==> config.mk <==
export PLATFORM = sky130hd
export DESIGN_NAME = seq_magnitude_comparator
export DESIGN_NICKNAME = d
export VERILOG_FILES = /design/src/rtl/cmp_pkg.sv /design/src/rtl/chunk_compare.sv /design/src/rtl/seq_magnitude_comparator.sv
export SDC_FILE = /design/constraint.sdc
export NUM_CORES = 1
export LEC_CHECK = 0
export CORE_UTILIZATION = 44
export CTS_BUF_LIST = sky130_fd_sc_hd__clkbuf_16
export DETAILED_ROUTE_END_ITERATION = 12
export GPL_ROUTABILITY_DRIVEN = 0
export PLACE_DENSITY_LB_ADDON = 0.2
export SLEW_MARGIN = 20
export SYNTH_ARGS = -nofsm -noshare
export SYNTH_HDL_FRONTEND = slang
export SYNTH_SLANG_ARGS = --single-unit
export TNS_END_PERCENT = 50
==> constraint.sdc <==
create_clock -name clk -period 2.7 [get_ports clk]
set_input_delay 0.54 -clock clk [delete_from_list [all_inputs] [get_ports clk]]
set_output_delay 0.54 -clock clk [all_outputs]
set_load 0.005 [all_outputs]
==> src/rtl/cmp_pkg.sv <==
// Shared types for the sequential magnitude comparator: FSM state encoding
// and the one-hot result codes.
package cmp_pkg;

  typedef enum logic [1:0] {
    IDLE = 2'd0,
    BUSY = 2'd1,
    DONE = 2'd2
  } state_t;

  localparam logic [2:0] CMP_EQ = 3'b001;
  localparam logic [2:0] CMP_GT = 3'b010;
  localparam logic [2:0] CMP_LT = 3'b100;

endpackage

==> src/rtl/chunk_compare.sv <==
// Combinational unsigned compare of one CHUNK-bit slice: XNOR equality plus
// an MSB-first priority network for greater/lesser.
module chunk_compare #(
  parameter int CHUNK = 4
) (
  input  logic [CHUNK-1:0] a,
  input  logic [CHUNK-1:0] b,
  output logic             eq,
  output logic             gt,
  output logic             lt
);

  always_comb begin
    eq = &(a ~^ b);
    gt = 1'b0;
    lt = 1'b0;
    // The highest differing bit decides; lower bits are masked once it is found.
    for (int i = CHUNK - 1; i >= 0; i--) begin
      if (!gt && !lt) begin
        if (a[i] && !b[i]) gt = 1'b1;
        else if (!a[i] && b[i]) lt = 1'b1;
      end
    end
  end

endmodule

==> src/rtl/seq_magnitude_comparator.sv <==
// Multi-cycle WIDTH-bit magnitude comparator, CHUNK bits per cycle MSB first,
// with early exit. Optional two's-complement mode under COMPARATOR_SIGNED_EN.
module seq_magnitude_comparator
  import cmp_pkg::*;
#(
  parameter  int WIDTH  = 16,
  parameter  int CHUNK  = 4,
  localparam int NCHUNK = (WIDTH + CHUNK - 1) / CHUNK,
  localparam int CUW    = $clog2(NCHUNK) + 1
) (
  input  logic             clk,
  input  logic             rst_n,
  input  logic             in_valid,
  output logic             in_ready,
  input  logic [WIDTH-1:0] bit1,
  input  logic [WIDTH-1:0] bit2,
`ifdef COMPARATOR_SIGNED_EN
  input  logic             signed_mode,
`endif
  output logic             out_valid,
  input  logic             out_ready,
  output logic [2:0]       final_answer,
  output logic [CUW-1:0]   chunks_used
);

  localparam int PW   = NCHUNK * CHUNK;
  localparam int IDXW = (NCHUNK > 1) ? $clog2(NCHUNK) : 1;

  state_t            state, state_nxt;
  logic [IDXW-1:0]   idx;
  logic [PW-1:0]     a_q, b_q;
  logic [CHUNK-1:0]  a_ch [NCHUNK];
  logic [CHUNK-1:0]  b_ch [NCHUNK];
  logic              sgn;
  logic              eq, gt, lt, last;

  // Flipping the sign bit maps two's-complement order onto unsigned order;
  // padding goes above the (possibly flipped) MSB.
  function automatic logic [PW-1:0] to_offset(input logic [WIDTH-1:0] v, input logic s);
    logic [WIDTH-1:0] t;
    t            = v;
    t[WIDTH-1]   = v[WIDTH-1] ^ s;
    return PW'(t);
  endfunction

`ifdef COMPARATOR_SIGNED_EN
  assign sgn = signed_mode;
`else
  assign sgn = 1'b0;
`endif

  for (genvar g = 0; g < NCHUNK; g++) begin : g_slice
    assign a_ch[g] = a_q[g*CHUNK +: CHUNK];
    assign b_ch[g] = b_q[g*CHUNK +: CHUNK];
  end

  chunk_compare #(.CHUNK(CHUNK)) u_cmp (
    .a  (a_ch[idx]),
    .b  (b_ch[idx]),
    .eq (eq),
    .gt (gt),
    .lt (lt)
  );

  assign last = gt || lt || (eq && (idx == '0));

  always_ff @(posedge clk or negedge rst_n) begin
    if (!rst_n) state <= IDLE;
    else        state <= state_nxt;
  end

  always_comb begin
    state_nxt = state;
    unique case (state)
      IDLE:    if (in_valid)  state_nxt = BUSY;
      BUSY:    if (last)      state_nxt = DONE;
      DONE:    if (out_ready) state_nxt = IDLE;
      default:                state_nxt = IDLE;
    endcase
  end

  always_comb begin
    in_ready  = (state == IDLE);
    out_valid = (state == DONE);
  end

  // Operand capture: data only, no reset needed since reset returns to IDLE.
  always_ff @(posedge clk) begin
    if (state == IDLE && in_valid) begin
      a_q <= to_offset(bit1, sgn);
      b_q <= to_offset(bit2, sgn);
    end
  end

  always_ff @(posedge clk or negedge rst_n) begin
    if (!rst_n) begin
      idx          <= '0;
      final_answer <= 3'b000;
      chunks_used  <= '0;
    end else begin
      unique case (state)
        IDLE: if (in_valid) idx <= IDXW'(NCHUNK - 1);
        BUSY: begin
          if (last) begin
            final_answer <= gt ? CMP_GT : (lt ? CMP_LT : CMP_EQ);
            chunks_used  <= CUW'(NCHUNK) - CUW'(idx);
          end else begin
            idx <= idx - 1'b1;
          end
        end
        default: ;
      endcase
    end
  end

endmodule
==> qor.csv <==
stage;metric;value;unit
outcome;status;complete, no violations;
layout;layout cell share with drive strength beyond 1;17.4;%
placed_design;Setup WS pre-CTS;72.2;ps
cts;Max Buffers Root-to-Sink;2;
layout;Non-Filler Instances;211;
min_path;Min-Delay Startpoint;chunks_used[1];
setup_path;Worst Path Required;2870;ps
global_route;antenna violations before repair;0;
setup_path;Setup crit start kind;register;
pwr;P_leak;0.992;nW
yosys;post-synthesis mux area share;13.4;%
yosys;Synth Net Count;154;
route;Detailed Route WL;2940;um
timing;Pins Over Slew Limit;0;
global_route;total global routing track utilization;15.7;%
timing;RSZ-0062 raised after global routing;no;
cts;Hold-fix buffers, CTS;0;
yosys;complex-gate fraction of the synthesized area;4.40;%
die;Die Area;0.00439;mm2
yosys;Synth Area per Inst;16.7;um2
route;Final ANT Viol Nets;0;
yosys;Post-Syn Area;0.00182;mm2
route;via/cell ratio;4.99;
global_route;largest net degree at the start of global routing;36;
cts;CTS tree;yes;
die;site row count;23;
global_route;grt total ovfl;0;
yosys;Synth top area share;52.9;%
setup_path;crit-path max FO;6;
yosys;most frequent cells after synthesis;edfxtp_1 (32), inv_1 (13), dfrtp_1 (10), ha_1 (9), mux4_2 (8);
placed_design;dpl hpwl;2210;um
timing;Slew @ Worst Pin;467;ps
global_route;global-route wire length before repair;4750;um
cts;CTS Buf Count;5;
placed_design;I/O Buffers;43;
timing;headroom to the max-slew limit;68.8;%
global_route;vias in the first global route;1066;
setup_path;Crit. End Element;register;
setup_path;worst endpoint data arrival time;2710;ps
yosys;area leader, netlist;edfxtp_1;
setup_path;R2R cell count;6;
timing;min Tclk post-route;2540;ps
timing;Final Hold Viols;0;
route;drt pass-1 iters;4;
setup_path;kind of cell adding the most delay to the critical path;multiplexers;
yosys;largest family of logic cells by synthesized area;multiplexers;
timing;TNS Setup;0;ps
cts;clk_lat worst skew;280;ps
yosys;leading post-synthesis cells by cell area;edfxtp_1 (53%), dfrtp_1 (14%), mux4_2 (9.9%);
layout;Final nets;205;
yosys;post-synthesis sequential area ratio;66.6;%
route;DRC;0;
setup_path;CP max stage delay;550;ps
cts;Clk pin slew, worst setup/hold paths;60;ps
setup_path;worst path bufs/invs;0;
setup_path;reg2reg start;idx[0];
timing;Worst Setup Slack, final;161;ps
yosys;XOR/XNOR Fraction of Synth Area;0;%
flow_run;Max Cap Violations;0;
route;vias;1053;
die;IO Count;44;
die;Initial Utilization;45.8;%
yosys;Yosys cell types;26;
yosys;#FFs+latches synth;42;
timing;final hold slack;511;ps
layout;Area Overhead vs Synth;38.0;%
min_path;worst min path class;register to register;
route;initial DRC count;73;
die;die height;66.3;um
cts;Root Driver;clkbuf_16;
yosys;top-count cell post-synth;edfxtp_1;
layout;n_diodes;0;
cts;Clock Sinks;42;
route;drt wl/cell;13.9;um
yosys;Mapped Cells;109;
yosys;Synth Area in Simple Gates;6.19;%
die;die width;66.3;um
min_path;Hold Path Stages;1;
yosys;Synth Area in Adders;6.19;%
setup_path;WP depth;6;
yosys;Main synth FF type;edfxtp_1;
setup_path;slowest stage cell on the critical path;mux4_2;
setup_path;Worst Path Class, Setup;register to register;
pwr;Max VDD drop;0.000521;V
setup_path;critical path cell sequence;mux4_2, ha_1, and2_4, o2111a_2, a31oi_4, mux2_2;
timing;Tcrit/Tclk final;94.0;%
yosys;Ys Warns;0;
setup_path;CP Launch Point;idx[0];
yosys;Post-synth EDFFs;32;
timing;worst clock skew;2.51;ps
pwr;Power Density;937;mW/mm2
timing;final setup fails;0;
timing;fmax;394;MHz
die;core area;0.00397;mm2
pwr;total power;0.00235;W
cts;H-tree depth;2;
cts;Post-CTS Setup Inserts;0;
placed_design;DP Cell Count;203;
yosys;async set or reset register ratio after synthesis;23.8;%
==> where the power goes <==
part           leakage (nW)  switching, W  internal [W]
Clock                0.0760      0.000235      0.000435
Sequential            0.420     0.0000611      0.000870
Combinational         0.497      0.000349      0.000401
Total                 0.992      0.000645       0.00171
==> path summary, 6_finish.rpt <==
path | slack [ps] | end
worst min-delay path | 510 | chunks_used[1]
max in group asynchronous | 1780 | idx[0]
worst max register to register | 160 | chunks_used[2]
worst max-delay path | 160 | chunks_used[2]
worst min register to register | 510 | chunks_used[1]
min in group asynchronous | 580 | final_answer[0]
==> metal layers <==
metal / part of all wire, % / wire length [um] / global-route usage, % / vias to the layer above
li1: - / - / - / 504
met1: 41 / 1210 / 17.8 / 515
met2: 51 / 1500 / 25.3 / 30
met3: 5.3 / 157 / 5.69 / 4
met4: 2.6 / 76 / 9.57 / 0
met5: 0 / 0 / 0 / -
==> kinds of logic after synthesis <==
group           Yosys count
compound gates            9
fa+ha+maj                 9
buf+inv                  15
flops                    42
mux                      14
simple gates             20
==> cells in the final DEF (no fill, tap or decap), types with 2 or more instances in the layout <==
cell,instances
a21oi_1,2
and2_1,2
buf_4,2
clkbuf_16,5
clkdlybuf4s50_1,43
clkinvlp_4,2
dfrtp_1,9
edfxtp_1,32
ha_1,9
inv_1,13
mux2_2,3
mux2i_1,3
mux4_2,8
nand2b_1,3
nand3b_1,2
nor2_1,6
nor2b_1,2
o21ai_0,2
==> what timing repair did <==
item | in CTS | in global routing
hold endpoints to repair | 0 | 0
endpoints found under the setup margin | 0 | 3
gates resized for setup | 0 | 1
==> per-stage QoR <==
stage	area (um2)	util, %
2_1_floorplan	1820	-
3_3_place_gp	2340	58.9
3_5_place_dp	2340	58.9
4_1_cts	2510	63.1
5_1_grt	2510	63.2
6_report	2510	63.2
==> registers in the layout (all words and copies together) (netlist names) <==
| register | count |
|---|---|
| chunks_used | 3 |
| state | 2 |
| final_answer | 3 |
| b_q | 16 |
| a_q | 16 |
| idx | 2 |
==> final cells by class <==
type                    count  area, um2
clock inverters             3       45.0
flip-flops and latches     42       1210
clock buffers               5        125
fillers                   296       1460
inverters                  13       48.8
well taps                  50       62.6
repair buffers             46        465
multi-input cells          52        549
Power figures use the tool's default switching activity.
